$ cat config.mk
export PLATFORM = sky130hd
export DESIGN_NAME = segment_7_scan_decoder
export DESIGN_NICKNAME = d
export VERILOG_FILES = /design/src/rtl/segment_7_pkg.sv /design/src/rtl/segment_7_pattern_decode.sv /design/src/rtl/segment_7_scan_decoder.sv
export SDC_FILE = /design/constraint.sdc
export NUM_CORES = 1
export LEC_CHECK = 0
export CAP_MARGIN = 20
export CORE_AREA = 3 3 93 95
export CTS_CLUSTER_SIZE = 14
export DETAILED_ROUTE_END_ITERATION = 8
export DIE_AREA = 0 0 96 98
export GPL_TIMING_DRIVEN = 1
export MAX_ROUTING_LAYER = met4
export PLACE_DENSITY = 0.7
export SYNTH_ARGS = -nofsm -noshare
export SYNTH_HDL_FRONTEND = slang
export SYNTH_SLANG_ARGS = --single-unit
$ cat constraint.sdc
create_clock -name clk -period 7 [get_ports clk]
set_input_delay 1.75 -clock clk [delete_from_list [all_inputs] [get_ports clk]]
set_output_delay 1.75 -clock clk [all_outputs]
set_load 0.005 [all_outputs]
$ cat src/rtl/segment_7_pkg.sv
// rtl/segment_7_pkg.sv - shared 7-segment pattern constants for encoder and scan decoder
package segment_7_pkg;

   // Active-low segment patterns, bit order {g,f,e,d,c,b,a}
   localparam logic [6:0] SEG_0 = 7'b1000000;
   localparam logic [6:0] SEG_1 = 7'b1111001;
   localparam logic [6:0] SEG_2 = 7'b0100100;
   localparam logic [6:0] SEG_3 = 7'b0110000;
   localparam logic [6:0] SEG_4 = 7'b0011001;
   localparam logic [6:0] SEG_5 = 7'b0010010;
   localparam logic [6:0] SEG_6 = 7'b0000010;
   localparam logic [6:0] SEG_7 = 7'b1111000;
   localparam logic [6:0] SEG_8 = 7'b0000000;
   localparam logic [6:0] SEG_9 = 7'b0010000;
   localparam logic [6:0] SEG_A = 7'b0001000;
   localparam logic [6:0] SEG_B = 7'b0000011;
   localparam logic [6:0] SEG_C = 7'b1000110;
   localparam logic [6:0] SEG_D = 7'b0100001;
   localparam logic [6:0] SEG_E = 7'b0000110;
   localparam logic [6:0] SEG_F = 7'b0001110;

   // All segments off
   localparam logic [6:0] SEG_BLANK = 7'h7F;

   // Digits on the multiplexed bus
   localparam int NUM_DIGITS = 4;

endpackage

$ cat src/rtl/segment_7_pattern_decode.sv
// rtl/segment_7_pattern_decode.sv - combinational segment pattern to hex nibble decoder
module segment_7_pattern_decode
   import segment_7_pkg::*;
(
   input  logic [6:0] seg,
   output logic [3:0] nibble,
   output logic       valid
);

   // Map each legal glyph back to its nibble; everything else, blank included, is undecodable
   always_comb begin
      nibble = 4'h0;
      valid  = 1'b1;
      case (seg)
         SEG_0:     nibble = 4'h0;
         SEG_1:     nibble = 4'h1;
         SEG_2:     nibble = 4'h2;
         SEG_3:     nibble = 4'h3;
         SEG_4:     nibble = 4'h4;
         SEG_5:     nibble = 4'h5;
         SEG_6:     nibble = 4'h6;
         SEG_7:     nibble = 4'h7;
         SEG_8:     nibble = 4'h8;
         SEG_9:     nibble = 4'h9;
         SEG_A:     nibble = 4'hA;
         SEG_B:     nibble = 4'hB;
         SEG_C:     nibble = 4'hC;
         SEG_D:     nibble = 4'hD;
         SEG_E:     nibble = 4'hE;
         SEG_F:     nibble = 4'hF;
         SEG_BLANK: valid  = 1'b0;
         default:   valid  = 1'b0;
      endcase
   end

endmodule

$ cat src/rtl/segment_7_scan_decoder.sv
// rtl/segment_7_scan_decoder.sv - recovers a 16-bit hex value from a scanned active-low 4-digit display bus
module segment_7_scan_decoder
   import segment_7_pkg::*;
#(
   parameter int STABLE_CYCLES = 4
)(
   input  logic        clk,
   input  logic        reset,
   input  logic [6:0]  seg,
   input  logic [3:0]  an,
   output logic [15:0] value,
   output logic        frame_valid,
   output logic [3:0]  digit_seen,
   output logic [3:0]  err
);

   localparam logic [7:0] STABLE_CNT = 8'(STABLE_CYCLES);

   logic [6:0]       s_seg;
   logic [3:0]       s_an;
   logic [6:0]       p_seg;
   logic [3:0]       p_an;
   logic [7:0]       cnt;
   logic [3:0][3:0]  digit_buf;

   logic [2:0]       zero_count;
   logic [1:0]       idx;
   logic             sample_valid;
   logic             same_sample;
   logic [7:0]       cnt_next;
   logic             accept;
   logic             good_accept;
   logic             bad_accept;
   logic [3:0]       seen_next;
   logic [3:0][3:0]  merged;
   logic             frame_done;
   logic [3:0]       nibble;
   logic             nibble_valid;

   segment_7_pattern_decode u_decode (
      .seg    (s_seg),
      .nibble (nibble),
      .valid  (nibble_valid)
   );

   // Find the single enabled digit; anything other than exactly one low anode is not a usable sample
   always_comb begin
      zero_count = 3'd0;
      idx        = 2'd0;
      for (int i = 0; i < NUM_DIGITS; i++) begin
         if (!s_an[i]) begin
            zero_count = zero_count + 3'd1;
            idx        = 2'(i);
         end
      end
      sample_valid = (zero_count == 3'd1);
   end

   // Stability counting and the single accept per stable run, plus frame assembly
   always_comb begin
      same_sample = ({s_an, s_seg} == {p_an, p_seg});
      if (!sample_valid)
         cnt_next = 8'd0;
      else if (!same_sample)
         cnt_next = 8'd1;
      else if (cnt == STABLE_CNT)
         cnt_next = cnt;
      else
         cnt_next = cnt + 8'd1;

      // cnt saturates, so only the transition into STABLE_CNT is an accept
      accept      = sample_valid && (cnt != STABLE_CNT) && (cnt_next == STABLE_CNT);
      good_accept = accept && nibble_valid;
      bad_accept  = accept && !nibble_valid;

      seen_next = digit_seen;
      merged    = digit_buf;
      if (good_accept) begin
         seen_next[idx] = 1'b1;
         merged[idx]    = nibble;
      end
      frame_done = good_accept && (seen_next == 4'hF);
   end

   // Input register, sample history, digit collection and frame publication
   always_ff @(posedge clk) begin
      if (reset) begin
         s_seg       <= SEG_BLANK;
         s_an        <= 4'hF;
         p_seg       <= SEG_BLANK;
         p_an        <= 4'hF;
         cnt         <= 8'd0;
         digit_buf   <= '0;
         digit_seen  <= 4'h0;
         err         <= 4'h0;
         value       <= 16'h0000;
         frame_valid <= 1'b0;
      end else begin
         s_seg       <= seg;
         s_an        <= an;
         p_seg       <= s_seg;
         p_an        <= s_an;
         cnt         <= cnt_next;
         frame_valid <= frame_done;
         if (good_accept)
            digit_buf <= merged;
         digit_seen <= frame_done ? 4'h0 : seen_next;
         if (bad_accept)
            err[idx] <= 1'b1;
         if (frame_done)
            value <= merged;
      end
   end

endmodule

; ---- Word-level counts from Yosys, hierarchy flattened
; Cells that the tools add are included.
; Widths: inputs -> output; s select.
[classes]
addsub = 4
magnitude_cmp = 2
n_eq_ne = 21
mux = 19
bitwise_logic = 2
n_reduce_logical = 10
[op_table]
columns = cell, count
row1 = $pmux 4 s15, 1
row2 = $eq 7x7->1 const B, 4
row3 = $mux 8, 3
row4 = $eq 7x5->1 const B, 3
row5 = $eq 7x6->1 const B, 3
row6 = $bwmux 16, 1
row7 = $eq 8x3->1 const B, 2
row8 = $mux 16, 1
row9 = $reduce_or 16->1, 1
row10 = $eq 7x2->1 const B, 2
row11 = $eq 7x4->1 const B, 2
row12 = $eq 11x11->1, 1
row13 = $add 3x1->3 const B, 3
row14 = $mux 3, 3
row15 = $add 8x1->8 const B, 1
row16 = $demux 4 s2, 1
row17 = $mux 4, 2
row18 = $ne 8x3->1 const B, 1
row19 = $or 4x4->4, 2
row20 = $eq 7x3->1 const B, 1
row21 = $logic_not 7->1, 1
row22 = $logic_and 1x1->1, 6
row23 = $eq 4x4->1 const B, 1
row24 = $mux 1, 4
row25 = 7 further kinds, 8
[totals]
regBits = 71
input_bits = 13

; ---- Longest topological paths before layout
; Gate-level depths: netlist of run 1.
[depth]
depth_word = 16
mapped_depth = 13
depth_no_buf = 11

; ---- By module
; A second synthesis of run 1 with hierarchy kept.
[hier_totals]
hier_cells = 380
hier_area_um2 = 3517.1
[by_module_without_submodules]
columns = module, n_inst, cells_per_inst, area_per_inst_um2, seq_area_each_um2
row1 = segment_7_scan_decoder, 1, 317, 3124.2, 1421.4
row2 = segment_7_pattern_decode, 1, 63, 392.9, 0.0

; ---- Worst setup path before layout of run 1
; OpenSTA, ideal clock, no wires.
[synth_path]
kind = register -> register
from = reg s_an[1]
to = reg value[7]
setup_ps = 134
arrival_time_ps = 2976
slack_ps = 3890
path_stages_with_launch = 12
path_buffers = 1
path_cell_list = dfxtp_1 > inv_1 > ha_1 > xnor2_1 > ha_1 > or4b_1 > a2bb2oi_1 > a22o_1 > or4b_4 > buf_6 > o21ai_2 > a21oi_1
[synth_between]
elab_chain_cells = 13
[synth_rtl]
columns = item, line
row1 = "start, declared", segment_7_scan_decoder.sv:20  ; logic [3:0] s_an;
row2 = "start signal, assigned", segment_7_scan_decoder.sv:100  ; s_an <= an;
row3 = $mux 3, segment_7_scan_decoder.sv:51  ; if (!s_an[i]) begin
row4 = $add 3x1->3, segment_7_scan_decoder.sv:52  ; zero_count = zero_count + 3'd1;
row5 = $mux 3, segment_7_scan_decoder.sv:51
row6 = $add 3x1->3, segment_7_scan_decoder.sv:52
row7 = $mux 3, segment_7_scan_decoder.sv:51
row8 = $eq 3x1->1, segment_7_scan_decoder.sv:56  ; sample_valid = (zero_count == 3'd1);
row9 = $mux 8, segment_7_scan_decoder.sv:62  ; if (!sample_valid)
row10 = $eq 8x3->1, segment_7_scan_decoder.sv:72  ; accept = sample_valid && (cnt != STABLE_CNT) && (cnt_next == STABLE_CNT);
row11 = $logic_and 1x1->1, segment_7_scan_decoder.sv:72
row12 = $logic_and 1x1->1, segment_7_scan_decoder.sv:73  ; good_accept = accept && nibble_valid;
row13 = $mux 4, segment_7_scan_decoder.sv:78  ; if (good_accept) begin
row14 = $eq 4x4->1, segment_7_scan_decoder.sv:82  ; frame_done = good_accept && (seen_next == 4'hF);
row15 = $logic_and 1x1->1, segment_7_scan_decoder.sv:82
row16 = "end signal, assigned", segment_7_scan_decoder.sv:111  ; value <= merged;
row17 = "end, declared", segment_7_scan_decoder.sv:11  ; output logic [15:0] value,
; Several ways; a longest one is shown, not always the timed one.
; A chain may end at the register's enable or synchronous reset.

; ---- Final worst setup path of run 1
[layout_path]
from = reg s_an[1]
to = reg value[10]
; The elaborated chain is that of the path after synthesis.

==> results of run 1 <==
metrics by stage:
stage | instance area (µm²) | hold WS (ns) | power (µW) | setup WS [ns] | utilization (%)
floorplan | 3558 | 0.4524 | 471.5 | 3.890 | -
CTS | 4101 | 0.4659 | 800.9 | 3.075 | 52.53
detailed placement | 3915 | 0.4538 | 486.2 | 3.128 | 50.14
global route | 4113 | 0.4829 | 827.5 | 3.344 | 52.68
global placement | 3915 | 0.4490 | 484.6 | 3.273 | 50.14
finish | 4113 | 0.4609 | 791.5 | 3.502 | 52.68
final cells by class:
cell class / count / area, µm² / share of cell area [%]
timing repair buffer: 40 / 391.6 / 9.522
sequential: 71 / 1421 / 34.56
clock inverter: 6 / 62.56 / 1.521
multi-input combinational: 284 / 1952 / 47.46
clock buffer: 9 / 123.9 / 3.012
inverter: 9 / 33.78 / 0.8214
tap: 102 / 127.6 / 3.103
registers in the layout, indices dropped and copies added, names as in the netlist:
signal	count
cnt	8
digit_buf	16
digit_seen	4
err	4
frame_valid	1
p_an	4
p_seg	7
s_an	4
s_seg	7
value	16
cells in the mapped netlist, types with 4 or more instances:
| cell | number |
|---|---|
| dfxtp_1 | 71 |
| or2_2 | 24 |
| a21oi_1 | 23 |
| nand2b_1 | 21 |
| clkbuf_1 | 20 |
| nor2_1 | 20 |
| mux2i_1 | 18 |
| nand3_1 | 18 |
| nand2_1 | 16 |
| nor3_1 | 12 |
| o21ai_0 | 12 |
| xor2_1 | 11 |
| inv_1 | 9 |
| o21ai_2 | 9 |
| xnor2_1 | 9 |
| a31oi_1 | 8 |
| o2111ai_1 | 7 |
| ha_1 | 5 |
| nor3b_1 | 5 |
| nor4b_1 | 5 |
| buf_2 | 4 |
| or3_1 | 4 |
cells by family after synthesis:
kind of cell	share of synthesized area, %
and+or+nand+nor	28.31
AOI/OAI and AO/OA	14.80
DFF	39.94
buffers and inverters	5.204
xor gates and xnor gates	4.923
muxes	5.063
adders and majority gates	1.758
power by group:
part | total, µW | internal (µW) | leakage, µW | switching, µW
combinational | 53.4 | 27.1 | 0.000828 | 26.3
clock | 314 | 161 | 0.0000871 | 153
sequential | 424 | 410 | 0.000577 | 13.8
per-layer routing:
metal,vias to the layer above,global-route usage (%),part of all wire (%)
met5,-,-,0
met1,1352,24.89,49
li1,1452,-,-
met4,0,6.127,1.2
met3,9,3.775,4.7
met2,62,24.00,45
final timing paths:
path,end,start
setup reg to reg,value[10],s_an[1]
hold / removal,value[15],value[15]
hold reg to reg,value[15],value[15]
setup / recovery,value[10],s_an[1]
critical path, delay by kind of cell (launching register included):
kind,cells,cell delay [ns]
and+or+nand+nor,2,1.18
buffers and inverters,1,0.11
xor gates and xnor gates,1,0.16
DFF,1,0.44
AOI/OAI and AO/OA,4,0.85
adders and majority gates,2,0.68
==> impl_metrics.py, run 1 <==
metrics = {
    "yosys": {
        "synth_edf_count": 0,
        "yosysUniqueCellTypes": 57,
        "synth_nets": 412,
        "netlist_area_mm2": 0.003558,
        "ys.flop_type": "dfxtp_1",
        "synth_area_per_cell_um2": 9.032,
        "ys_seq_area_share_pct": 39.94,
        "ys_ff_latch": 71,
        "yosys_warnings": 0,
        "synth_top_area_share_pct": 39.94,
        "synth.largest_area_cell": "dfxtp_1",
        "synth_cells": 394,
        "netlist_top_cells_area": "dfxtp_1 40%, mux2i_1 5.1%, or2_2 4.2%, nand2b_1 3.7%, a21oi_1 3.2%",
        "synthArstFlopShare_pct": 0,
    },
    "sta": {
        "worst_pin_slew_ns": 0.9299,
        "fin_setup_tns_ns": 0,
        "post-route-min-period_ns": 3.498,
        "setup-violations-final": 0,
        "post-route-period-util_pct": 49.97,
        "max_slew_margin_pct": 38.00,
        "skew_ns": 0.007876,
        "final_max_slew_viol_count": 0,
        "fmax_mhz": 285.9,
        "rsz0062_at_grt": "false",
        "hold_viol_final": 0,
    },
    "grt": {
        "grt_max_degree": 74,
        "grtUsageTotal_pct": 17.42,
        "grt_pass1_wl_mm": 12.66,
        "grt.overflow.total": 0,
        "first_global_vias": 2559,
        "antenna_found_initial": 0,
    },
    "power_and_ir_drop": {
        "leakage_uw": 0.001492,
        "vdd_drop_max_v": 0.00008933,
        "power-per-cell-area_mw_per_mm2": 192.4,
    },
    "final_layout": {
        "diodes": 0,
        "fin_nets": 433,
        "layout_commonest_cell": "dfxtp_1",
        "layout_common_cells": "71 x dfxtp_1, 36 x clkdlybuf4s50_1, 24 x or2_2",
        "nFillCells": 760,
        "drive_above_1_share_pct": 14.08,
        "synthToLayoutAreaGrowth_pct": 15.58,
        "stdcell_count": 521,
    },
    "clock_tree": {
        "cts.sinks": 71,
        "cts_setup_buffers": 0,
        "numCtsBuffers": 9,
        "clock_latency_ns": 0.35,
        "path_clk_slew_ns": 0.08,
        "htree_levels": 3,
        "hold_buffers": 0,
        "cts_tree": "yes",
        "cts_root_buf": "clkbuf_8",
        "clockBufferDepth": 2,
        "cts-resized-gates": 0,
    },
    "detailed_routing": {
        "drt_wl_total_mm": 7.745,
        "wl_per_cell_um": 14.87,
        "drc": 0,
        "detail-route-antenna-nets": 0,
        "drt_iter0_markers": 205,
        "first_pass_iters": 4,
        "via_count": 2875,
        "via_per_inst": 5.518,
    },
    "critical_path": {
        "crit_top_cell": "ha_1",
        "r2r_slack_ns": 3.50,
        "critPathArrivalTime_ns": 3.78,
        "cpMaxStageDelayCell": "or4b_4",
        "start_kind": "flip-flop",
        "reg2reg_depth": 10,
        "cp_max_fo": 14,
        "crit_required_ns": 7.28,
        "cp_slowest_stage_delay_ns": 0.69,
        "worstSetupPathType": "flip-flop to flip-flop",
        "path_cells": "inv_1, ha_1, xnor2_1, ha_1, or4b_1, a2bb2oi_1, a22o_1, or4b_4, o21bai_1, a21oi_1",
        "end_kind": "flip-flop",
    },
    "worst_hold_path": {
        "min_delay_path_depth": 2,
        "min_path_type": "flip-flop to flip-flop",
    },
    "placed_design": {
        "gp_congestion": 0.8149,
        "dp_hpwl_mm": 5.211,
        "dpl.cell_count": 505,
        "numPortBuffers": 37,
    },
    "die": {
        "die-area_mm2": 0.009408,
        "io_pins": 38,
        "die_w_um": 96,
        "start_util_pct": 45.58,
        "fp.dieH_um": 98,
        "rows": 32,
        "coreArea_mm2": 0.007807,
    },
    "job": {
        "drv_cap": 0,
    },
    "run_status": {
        "run_status": "completed",
    },
}
No activity file was read; power rests on OpenSTA's default activity.
==> run 2: changes to the inputs <==
==> constraint.sdc (replaced) <==
create_clock -name clk -period 3.54 [get_ports clk]
set_input_delay 0.885 -clock clk [delete_from_list [all_inputs] [get_ports clk]]
set_output_delay 0.885 -clock clk [all_outputs]
set_load 0.005 [all_outputs]
==> run 2 against run 1 <==
  * Critical path depth increased by 1
  * Critical endpoint is now value[4]
  * Largest power group unchanged
  * Utilization rose by 0.58 points
  * Maximum frequency is 5.0% higher
  * Highest routed layer unchanged
  * Sequential share of layout area is 0.37 points lower
  * Die area unchanged
==> impl_metrics.py, run 2 (synthesized netlist as in run 1, its figures left out) <==
metrics = {
    "clock_tree": {
        "cts-resized-gates": 0,
        "path_clk_slew_ns": 0.07,
        "htree_levels": 3,
        "cts_setup_buffers": 0,
        "cts_tree": "yes",
        "hold_buffers": 0,
        "clockBufferDepth": 2,
        "cts_root_buf": "clkbuf_8",
        "numCtsBuffers": 9,
        "cts.sinks": 71,
        "clock_latency_ns": 0.34,
    },
    "worst_hold_path": {
        "worstHoldStart": "value[11]",
        "min_path_type": "flip-flop to flip-flop",
        "hold_path_end": "value[11]",
        "min_delay_path_depth": 2,
    },
    "sta": {
        "hold_viol_final": 0,
        "post-route-period-util_pct": 94.10,
        "max_slew_margin_pct": 46.36,
        "worst_pin_slew_ns": 0.8017,
        "skew_ns": 0.01203,
        "fmax_mhz": 300.2,
        "setup-violations-final": 0,
        "rsz0062_at_grt": "false",
        "fin_setup_tns_ns": 0,
        "post-route-min-period_ns": 3.331,
        "final_max_slew_viol_count": 0,
    },
    "detailed_routing": {
        "detail-route-antenna-nets": 0,
        "drt_iter0_markers": 173,
        "wl_met2_mm": 3.734,
        "drt_wl_total_mm": 7.941,
        "drc": 0,
        "via_count": 2880,
        "via_per_inst": 5.486,
        "wl_per_cell_um": 15.13,
        "wl_met1_mm": 3.732,
        "first_pass_iters": 4,
        "top_layer": "met4",
        "wl_met3_um": 414,
    },
    "die": {
        "rows": 32,
        "io_pins": 38,
        "die-area_mm2": 0.009408,
        "start_util_pct": 45.58,
        "die_w_um": 96,
        "coreArea_mm2": 0.007807,
        "fp.dieH_um": 98,
    },
    "run_status": {
        "run_status": "completed",
    },
    "critical_path": {
        "r2r_slack_ns": 0.21,
        "worstSetupPathType": "flip-flop to flip-flop",
        "crit_required_ns": 3.73,
        "crit_buf_inv": 2,
        "cp_slowest_stage_delay_ns": 0.48,
        "crit_top_cell": "ha_1",
        "cp_max_fo": 23,
        "critical-path-top-delay-family": "simple AND/OR/NAND/NOR gates",
        "start_kind": "flip-flop",
        "path_cells": "inv_1, ha_1, xnor2_1, ha_1, or4b_1, a2bb2oi_1, a22o_1, nor4b_4, buf_12, and2_0, o311ai_0",
        "reg2reg_depth": 11,
        "r2r-start": "s_an[0]",
        "end_kind": "flip-flop",
        "reg2reg_to": "value[4]",
        "cpMaxStageDelayCell": "or4b_1",
        "critPathArrivalTime_ns": 3.52,
    },
    "final_layout": {
        "nFillCells": 745,
        "multiInputGateArea_mm2": 0.001952,
        "reg_top3": "digit_buf x16, value x16, cnt x8",
        "synthToLayoutAreaGrowth_pct": 16.84,
        "seq_area_mm2": 0.001421,
        "fin_util_pct": 53.25,
        "drive_above_1_share_pct": 14.89,
        "layout_commonest_cell": "dfxtp_1",
        "diodes": 0,
        "fin_nets": 438,
        "final_area_mm2": 0.004158,
        "layout_common_cells": "71 x dfxtp_1, 36 x clkdlybuf4s50_1, 24 x or2_2",
    },
    "power_and_ir_drop": {
        "switching_share_pct": 23.43,
        "p_int_uw": 1201,
        "power.total_uw": 1569,
        "vdd_drop_max_v": 0.0002537,
        "p_clk_share_pct": 39.6,
        "switchingPower_uw": 367.5,
        "power_frac_comb_pct": 7.0,
        "power-per-cell-area_mw_per_mm2": 377.3,
        "leakage_uw": 0.001524,
        "seqPwrFrac_pct": 53.4,
    },
    "grt": {
        "grt_max_degree": 46,
        "grtUsageTotal_pct": 18.43,
        "grt.overflow.total": 0,
        "grt_pass1_wl_mm": 13.50,
        "first_global_vias": 2746,
        "antenna_found_initial": 0,
    },
    "placed_design": {
        "placed_area_mm2": 0.003973,
        "numPortBuffers": 37,
        "gp_congestion": 0.8608,
        "dp_hpwl_mm": 5.462,
    },
    "job": {
        "drv_cap": 0,
    },
}
[run 2: power by group through the flow]
stage          sequential, µW  clock [µW]  combinational (µW)
4_1_cts                   837         633                 111
6_report                  838         621                 110
3_3_place_gp              855           0                 106
3_5_place_dp              856           0                 110
2_1_floorplan             838           0                94.2
5_1_grt                   840         665                 123
[run 2: how the worst max path moves through the flow]
stage | slack (ns) | cells after the start | end | from
5_1_grt | 0.02 | 11 | value[4] | s_an[0]
2_1_floorplan | 0.43 | 11 | value[7] | s_an[1]
6_report | 0.21 | 11 | value[4] | s_an[0]
3_5_place_dp | 0.24 | 11 | value[0] | s_an[0]
3_3_place_gp | 0.37 | 10 | value[10] | s_an[0]
4_1_cts | 0.22 | 11 | value[4] | s_an[0]
[run 2: metrics by stage]
step                hold WS [ns]  setup WS, ns  std cells
floorplan                 0.4524        0.4302        394
global placement          0.4493        0.3701        511
detailed placement        0.4555        0.2402        511
CTS                       0.4652        0.2234        525
global route              0.4873       0.02384        525
finish                    0.4599        0.2089        525
[run 2: worst min-delay path, delay by kind of cell (launching register included)]
family | cells | cell delay, ns
flops | 1 | 0.32
compound gates | 2 | 0.10
[run 2: cell type report]
class                      instances  share of cell area [%]
clock inverter                     4                   1.144
sequential                        71                   34.19
tap                              102                   3.070
timing repair buffer              45                   10.53
clock buffer                      10                   3.310
inverter                           9                  0.8125
multi-input combinational        284                   46.95
[run 2: routing by layer]
| layer | vias to the layer above | GRT usage [%] |
|---|---|---|
| li1 | 1458 | - |
| met2 | 64 | 27.30 |
| met4 | 0 | 4.267 |
| met5 | - | - |
| met3 | 8 | 4.931 |
| met1 | 1350 | 25.04 |
==> run 3: changes to the inputs <==
--- a/config.mk
+++ b/config.mk
@@ -5,6 +5,7 @@
 export SDC_FILE = /design/constraint.sdc
 export NUM_CORES = 1
 export LEC_CHECK = 0
+export ABC_CLOCK_PERIOD_IN_PS = 3540
 export CAP_MARGIN = 20
 export CORE_AREA = 3 3 93 95
 export CTS_CLUSTER_SIZE = 14
@@ -13,6 +14,7 @@
 export GPL_TIMING_DRIVEN = 1
 export MAX_ROUTING_LAYER = met4
 export PLACE_DENSITY = 0.7
+export SLEW_MARGIN = 10
 export SYNTH_ARGS = -nofsm -noshare
 export SYNTH_HDL_FRONTEND = slang
 export SYNTH_SLANG_ARGS = --single-unit
==> results of run 3 <==
Same layout as run 2: the final DEF is identical, and so are final timing and power.
